`src/rtl/program_counter_stack.sv`:
```
`default_nettype none
// ============================================================================
// Module      : program_counter_stack
// Description : Parametrised program counter with absolute / programming-mode
//               load, signed relative branch and a call/return address stack
//               with sticky overflow/underflow error flag.
// Revision    : 1.0 - initial release
// ============================================================================
module program_counter_stack #(
    parameter int WIDTH = 8,
    parameter int DEPTH = 4,
    parameter int OFS_W = 4
) (
    input  logic                         CLK,
    input  logic                         RESET_N,
    input  logic                         EN,
    input  logic                         WE,
    input  logic                         PRGM,
    input  logic [WIDTH-1:0]             PC_IN,
    input  logic                         BR,
    input  logic [OFS_W-1:0]             OFFSET,
    input  logic                         CALL,
    input  logic                         RET,
    output logic [WIDTH-1:0]             COUNT,
    output logic                         ON,
    output logic [$clog2(DEPTH+1)-1:0]   SP,
    output logic                         STK_FULL,
    output logic                         STK_EMPTY,
    output logic                         ERR,
    output logic                         WRAP
);

    // SP must represent 0..DEPTH; stack index only needs 0..DEPTH-1.
    localparam int c_SP_W  = $clog2(DEPTH + 1);
    localparam int c_IDX_W = (DEPTH > 1) ? $clog2(DEPTH) : 1;
    localparam int c_ENTRIES = 2 ** c_IDX_W;

    logic [WIDTH-1:0]  r_count;
    logic [c_SP_W-1:0] r_sp;
    logic              r_err;
    logic              r_wrap;
    logic [WIDTH-1:0]  r_stack [c_ENTRIES];

    logic [WIDTH-1:0]  w_count_inc;
    logic [WIDTH-1:0]  w_ofs_ext;
    logic [c_SP_W-1:0] w_sp_dec;
    logic              w_full;
    logic              w_empty;
    logic              w_push;

    assign w_count_inc = r_count + WIDTH'(1);
    // Size cast of a signed operand sign-extends, also valid when OFS_W == WIDTH.
    assign w_ofs_ext   = WIDTH'($signed(OFFSET));
    assign w_sp_dec    = r_sp - c_SP_W'(1);
    assign w_full      = (r_sp == c_SP_W'(DEPTH));
    assign w_empty     = (r_sp == '0);

    // A push happens only when CALL wins arbitration and the stack has room.
    assign w_push = !PRGM && !WE && EN && !RET && CALL && !w_full;

    // Prioritised single-action update of counter, stack pointer and flags.
    always_ff @(posedge CLK) begin
        if (!RESET_N) begin
            r_count <= '0;
            r_sp    <= '0;
            r_err   <= 1'b0;
            r_wrap  <= 1'b0;
        end else begin
            r_wrap <= 1'b0;
            if (PRGM) begin
                r_count <= PC_IN;
            end else if (WE) begin
                r_count <= PC_IN;
            end else if (EN && RET) begin
                if (!w_empty) begin
                    r_count <= r_stack[w_sp_dec[c_IDX_W-1:0]];
                    r_sp    <= w_sp_dec;
                end else begin
                    r_err <= 1'b1;
                end
            end else if (EN && CALL) begin
                if (!w_full) begin
                    r_count <= PC_IN;
                    r_sp    <= r_sp + c_SP_W'(1);
                end else begin
                    r_err <= 1'b1;
                end
            end else if (EN && BR) begin
                r_count <= r_count + w_ofs_ext;
            end else if (EN) begin
                r_count <= w_count_inc;
                r_wrap  <= &r_count;
            end
        end
    end

    // Return-address storage; contents are don't-care after reset.
    always_ff @(posedge CLK) begin
        if (RESET_N && w_push) begin
            r_stack[r_sp[c_IDX_W-1:0]] <= w_count_inc;
        end
    end

    assign COUNT     = r_count;
    assign ON        = EN;
    assign SP        = r_sp;
    assign STK_FULL  = w_full;
    assign STK_EMPTY = w_empty;
    assign ERR       = r_err;
    assign WRAP      = r_wrap;

endmodule
`default_nettype wire

```
`config.mk`:
```
export PLATFORM = sky130hd
export DESIGN_NAME = program_counter_stack
export DESIGN_NICKNAME = d
export VERILOG_FILES = /design/src/rtl/program_counter_stack.sv
export SDC_FILE = /design/constraint.sdc
export NUM_CORES = 1
export LEC_CHECK = 0
export ABC_AREA = 1
export ABC_CLOCK_PERIOD_IN_PS = 2150
export CAP_MARGIN = 0
export CORE_MARGIN = 3
export CORE_UTILIZATION = 44
export CTS_BUF_LIST = sky130_fd_sc_hd__clkbuf_4 sky130_fd_sc_hd__clkbuf_8
export DETAILED_ROUTE_END_ITERATION = 7
export PLACE_DENSITY = 0.68
export SYNTH_ARGS = -nofsm -noshare
export SYNTH_HDL_FRONTEND = slang
export SYNTH_SLANG_ARGS = --single-unit
export TNS_END_PERCENT = 10
```
`constraint.sdc`:
```
create_clock -name CLK -period 2.15 [get_ports CLK]
set_input_delay 0.43 -clock CLK [delete_from_list [all_inputs] [get_ports CLK]]
set_output_delay 0.43 -clock CLK [all_outputs]
set_load 0.02 [all_outputs]
```
==> results of run 1 <==
[cells by family (layout without fill, tap and decap cells)]
group | count (synthesis) | in the layout
flip-flops | 45 | 45
XOR/XNOR | 4 | 4
AND/OR/NAND/NOR | 142 | 142
AO/OA/AOI/OAI | 65 | 65
adder cells (fa/ha/maj) | 15 | 15
buffers and inverters | 60 | 119
multiplexers | 1 | 1
[synthesized netlist by cell type, types with 6 or more instances]
cell | n | area (µm²)
a21oi_1 | 17 | 85.1
dfxtp_1 | 13 | 260
edfxtp_1 | 32 | 961
ha_1 | 14 | 175
inv_1 | 43 | 161
inv_2 | 6 | 22.5
nand2_1 | 58 | 218
nand3_1 | 27 | 135
nor2_1 | 36 | 135
o21ai_0 | 18 | 90.1
o21ai_1 | 8 | 40.0
o22ai_1 | 10 | 62.6
[cell type report]
type                            count  area share [%]
Clock buffer                        5            1.96
Inverter                           52            5.79
Tap cell                           75            2.68
Timing Repair Buffer               59            15.8
Sequential cell                    45            35.0
Multi-Input combinational cell    227            38.1
Clock inverter                      3           0.715
[routing by layer]
metal	vias to the layer above	track usage, %	share of wire, %
met5	-	0	0
met4	0	9.35	3.1
met3	17	3.55	4.1
met2	60	34.7	50
met1	1130	24.9	43
li1	1240	-	-
[cells in the final DEF, fill, tap and decap left out, types with 10 or more instances in the layout]
| cell type | n |
|---|---|
| a21oi_1 | 17 |
| buf_4 | 22 |
| clkdlybuf4s50_1 | 33 |
| dfxtp_1 | 12 |
| edfxtp_1 | 32 |
| ha_1 | 13 |
| inv_1 | 43 |
| nand2_1 | 58 |
| nand3_1 | 26 |
| nor2_1 | 32 |
| o21ai_0 | 18 |
| o22ai_1 | 10 |
[worst reg2reg max path, delay by kind of cell, from the launching register on]
family | cells | cell delay [ps]
fa+ha+maj | 2 | 440
buf+inv | 1 | 70
flops | 1 | 350
simple gates | 3 | 800
[power by group]
group / leakage [nW] / internal, mW / switching, mW / total [mW]
Clock: 0.0447 / 0.235 / 0.306 / 0.541
Sequential: 0.399 / 0.949 / 0.0195 / 0.968
Combinational: 1.02 / 0.197 / 0.277 / 0.474
Total: 1.46 / 1.38 / 0.603 / 1.98
[path summary, 6_finish.rpt]
check	start	to	slack (ps)	cells after the start
worst min register to register	ERR	ERR	510	2
worst max-delay path	EN	ON	110	2
worst min-delay path	ERR	ERR	510	2
worst max register to register	SP[1]	r_stack[2][7]	180	6
[metrics by stage]
step / power (mW) / utilization, % / setup TNS [ps] / hold WS (ps) / setup slack [ps]
after global placement: 1.45 / 56.6 / -420 / 474 / -147
after CTS: 2.00 / 58.1 / 0 / 521 / 112
after floorplan: 1.28 / - / 0 / 562 / 18.1
final: 1.98 / 58.1 / 0 / 511 / 114
after global routing: 2.08 / 58.1 / 0 / 557 / 6.05
after detailed placement: 1.46 / 56.6 / -626 / 500 / -181
[state kept, by name, summed over array words and instances, names as in the netlist]
signal   flops
r_stack     32
COUNT        8
SP           3
ERR          1
WRAP         1
[timing repair]
action	CTS	global route
endpoints found under the setup margin	2	0
gates resized for setup	2	0
setup buffers	0	0
==> results.md, run 1 <==
* Outcome: complete, no violations
* Final setup vio count at 0
* Hold bufs inserted after CTS at 0
* Mux share of post-synthesis cell area at 0.360%
* Fin crit share at 94.7%
* Largest family of logic cells by synthesized area: simple AND/OR/NAND/NOR gates
* Reg area at 0.00122 mm²
* Final hold violations at 0
* Synthesized area at 0.00278 mm²
* Top delay family on crit path: buffers and inverters
* Worst path cell trace: clkdlybuf4s50_1 > clkdlybuf4s50_1
* Relative slew margins at 73.3%
* DR pass1 iterations at 4
* Fmax at 0.491 GHz
* Drt drc at 0
* Clock Sink Count at 45
* GR Overflow Total at 0
* CP Launch Type: primary input
* Asr flop ratio synth at 0%
* Required time of the critical path at 1720 ps
* Slowest CP cell: clkdlybuf4s50_1
* WS Path Type: in -> out
* Skew-Pair Late Insertion Delay at 300 ps
* Worst Skew at 8.85 ps
* Initial Util at 46.2%
* Fraction of final layout cells with drive strength greater than 1 at 16.4%
* Area of the die at 0.00732 mm²
* Multi-input logic area at 0.00133 mm²
* CTS Root Cell: clkbuf_8
* Seq/Total Area, Yosys at 43.9%
* Number of global-route vias before repair at 2422
* H-tree lvl count at 2
* Largest net degree at the start of global routing at 20
* Placed cell count at 458
* Complex-gate fraction of the synthesized area at 13.5%
* Io pins at 36
* Post-Syn Instances at 332
* CTS buffer count at 5
* Initial DRC Count at 108
* Distinct cells, synth at 41
* Placement Cell Area at 0.00341 mm²
* Syn Area/Cell at 8.39 µm²
* Die Width at 85.5 µm
* FP Rows at 28
* Crit path top cell by count: clkdlybuf4s50_1
* Post-Layout Cell Count at 466
* CP bufs+invs at 2
* Worst setup EP type: primary output
* Leak at 1.46 nW
* Core Area at 0.00603 mm²
* First-pass GRT wire length at 11.5 mm
* #FFs+latches synth at 45
* Vias per cell at 5.25
* CP max stage delay at 640 ps
* Die Y at 85.5 µm
* Hold WC Path Type: reg -> reg
* Nets@finish at 425
* EDFF count, synth at 32
* Detail Route Antenna Nets at 0
* Slew @ Worst Pin at 400 ps
* Fin crit period at 2040 ps
* P&R area growth vs syn at 25.8%
* Post-synthesis adder-cell area fraction at 7.01%
* WL/cell at 15.1 µm
* Max Slew Vio Count at 0
* I/O Buffers at 35
* RSZ-0062 raised after global routing: false
* Post-synthesis xor/xnor area fraction at 1.53%
* Number of fill cells at 573
* Crit path max fanout at 3
* Antenna violations before repair at 0
* Tot GR Track Use at 20.3%
* Top_reg_cell synth: edfxtp_1
* Gpl congestion at 0.864
* Pwr/cell area at 566 mW/mm²
* Yosys warns at 0
* Max-cap violations at 0
* Peak supply drop at 0.000309 V
* Critical Path AT at 1610 ps
* Simple-gate portion of the synthesized area at 24.1%
* Via count at 2447
* CTS tree: built
* Design Area, Final at 0.00350 mm²
* Placed wire-length estimate at 5.51 mm
* Bufs on Longest Clock Path at 2
* Net count after synthesis at 367
* Total routed wirelength at 7.04 mm
* Diode count at 0
* Clk slew on worst S/H paths at 80 ps
(Power assumes the default switching activity.)
==> run 2: changes to the inputs <==
==> constraint.sdc (replaced) <==
create_clock -name CLK -period 2.15 [get_ports CLK]
set_input_delay 0.3225 -clock CLK [delete_from_list [all_inputs] [get_ports CLK]]
set_output_delay 0.3225 -clock CLK [all_outputs]
set_load 0.02 [all_outputs]
==> run 2 against run 1 <==
Clock power increased by 2%. Sequential power about the same. Global-route usage decreased by 1.0 points. Die area unchanged. Maximum frequency decreased by 2.2%. Combinational power about the same. Wire length decreased by 2.7%. Cell count decreased by 1.3%. Final area decreased by 1.9%. Critical path depth increased by 2. Critical path type is now reg -> out. Critical endpoint is now STK_FULL. Largest cell class unchanged. Highest routed layer unchanged.
==> results.md, run 2 (synthesis results as in run 1) <==
* Largest net degree at the start of global routing at 20 (unchanged)
* Fraction of final layout cells with drive strength greater than 1 at 15.1% (-1.3 points)
* Max-cap violations at 0 (unchanged)
* Pwr/cell area at 579 mW/mm² (+2.3%)
* Skew-Pair Late Insertion Delay at 310 ps (about the same)
* Tot Pwr at 1.99 mW (+0.44%)
* Peak supply drop at 0.000303 V (-1.9%)
* Io pins at 36 (unchanged)
* WL/cell at 14.9 µm (-1.4%)
* Top delay family on crit path: buffers and inverters
* P&R area growth vs syn at 23.5%
* Area of the die at 0.00732 mm² (unchanged)
* Final setup vio count at 0 (unchanged)
* Fin crit period at 2080 ps (+45.3 ps)
* Gpl congestion at 0.873 (+1.1%)
* Nets@finish at 419 (-1.4%)
* Placed wire-length estimate at 5.18 mm (-6.1%)
* CP Launch Type: flip-flop
* Crit path max fanout at 4 (+1)
* Tot GR Track Use at 19.3% (-1.0 points)
* Min Hold Slack at 488 ps (-22.9 ps)
* Reg area at 0.00122 mm² (unchanged)
* Clock Sink Count at 45 (unchanged)
* WS Path Type: reg -> out
* Number of global-route vias before repair at 2313 (-4.5%)
* Initial Util at 46.2% (unchanged)
* Worst path cell trace: inv_2 > ha_1 > ha_2 > clkdlybuf4s50_1
* Via count at 2386 (-2.5%)
* DR pass1 iterations at 4 (unchanged)
* Slew @ Worst Pin at 391 ps (-8.39 ps)
* Placement Cell Area at 0.00334 mm² (-2.1%)
* Detail Route Antenna Nets at 0 (unchanged)
* Total routed wirelength at 6.85 mm (-2.7%)
* RSZ-0062 raised after global routing: false
* Fin crit share at 96.8% (+2.1 points)
* Antenna violations before repair at 0 (unchanged)
* Final hold violations at 0 (unchanged)
* Most frequent cells in the layout: nand2_1, inv_1, clkdlybuf4s50_1
* Max Slew Vio Count at 0 (unchanged)
* Die Y at 85.5 µm (unchanged)
* Post_cts resized at 0 (-2)
* # Post-CTS Setup Buffers at 0 (unchanged)
* GR Overflow Total at 0 (unchanged)
* Die Width at 85.5 µm (unchanged)
* Critical Path AT at 1760 ps (+150 ps)
* Hold WC Path Type: reg -> reg
* Fmax at 0.481 GHz (-2.2%)
* Multi-input logic area at 0.00133 mm² (unchanged)
* Bufs on Longest Clock Path at 2 (unchanged)
* Leak at 1.43 nW (-2.5%)
* Drt drc at 0 (unchanged)
* CTS Root Cell: clkbuf_8
* Clk slew on worst S/H paths at 90 ps (about the same)
* FP Rows at 28 (unchanged)
* Most common cell after layout, fill and taps aside: nand2_1
* Design Area, Final at 0.00344 mm² (-1.9%)
* Outcome: complete, no violations
* Worst setup EP type: primary output
* TNS Setup at 0 ps (unchanged)
* CTS tree: built
* H-tree lvl count at 2 (unchanged)
* Diode count at 0 (unchanged)
* Initial DRC Count at 115 (+6.5%)
* Worst Skew at 6.46 ps (-2.39 ps)
* Max reg flops at 32 (unchanged)
* First-pass GRT wire length at 11.0 mm (-4.1%)
* CTS buffer count at 5 (unchanged)
* I/O Buffers at 35 (unchanged)
* Required time of the critical path at 1830 ps (+110 ps)
* Number of fill cells at 583 (+1.7%)
* Hold bufs inserted after CTS at 0 (unchanged)
* Core Area at 0.00603 mm² (unchanged)
* Relative slew margins at 73.8% (+0.56 points)
* Slowest CP cell: clkdlybuf4s50_1
* CP bufs+invs at 2 (unchanged)
* Vias per cell at 5.19 (-1.2%)
* CP max stage delay at 610 ps (-30 ps)
[run 2: changes by cell type in the layout (fill, tap and decap cells not counted)]
| cell | before | now |
|---|---|---|
| buf_4 | 22 | 18 |
| buf_12 | 2 | 0 |
| dlygate4sd2_1 | 2 | 0 |
| clkdlybuf4s50_1 | 33 | 34 |
| dlymetal6s2s_1 | 0 | 1 |
[run 2: final timing paths]
| kind | startpoint | end | slack [ps] | cells after the start |
|---|---|---|---|---|
| setup / recovery | SP[0] | STK_FULL | 70 | 4 |
| hold / removal | ERR | ERR | 490 | 2 |
| setup reg to reg | SP[0] | r_stack[0][6] | 140 | 6 |
| hold reg to reg | ERR | ERR | 490 | 2 |
[run 2: area by class of cell]
class | instances | area share, %
Clock buffer | 5 | 2.00
Clock inverter | 3 | 0.728
Inverter | 52 | 5.90
Multi-Input combinational cell | 227 | 38.8
Sequential cell | 45 | 35.6
Tap cell | 75 | 2.73
Timing Repair Buffer | 53 | 14.2
[run 2: power by group]
| part | internal, mW | switching, mW | total (mW) |
|---|---|---|---|
| combinational | 0.194 | 0.279 | 0.472 |
| clock | 0.235 | 0.319 | 0.554 |
| sequential | 0.949 | 0.0164 | 0.965 |
[run 2: stage by stage]
step	std cells	setup WS [ps]	util, %
after global placement	452	-37.8	55.4
after detailed placement	452	-70.9	55.4
after floorplan	332	18.1	-
final	460	69.1	57.0
after CTS	460	43.3	57.0
after global routing	460	13.0	57.0
[run 2: per-layer routing]
| metal | GRT usage, % | vias to the layer above | wire length [µm] |
|---|---|---|---|
| li1 | - | 1221 | - |
| met1 | 24.2 | 1093 | 2940 |
| met4 | 6.04 | 0 | 149 |
| met5 | 0 | - | 0 |
| met2 | 34.3 | 62 | 3420 |
| met3 | 2.59 | 10 | 334 |
[run 2: worst min-delay path, stage by stage (launching register included)]
cell and delay (ps):
dfxtp_1 340, a31oi_1 40, nor2_1 70
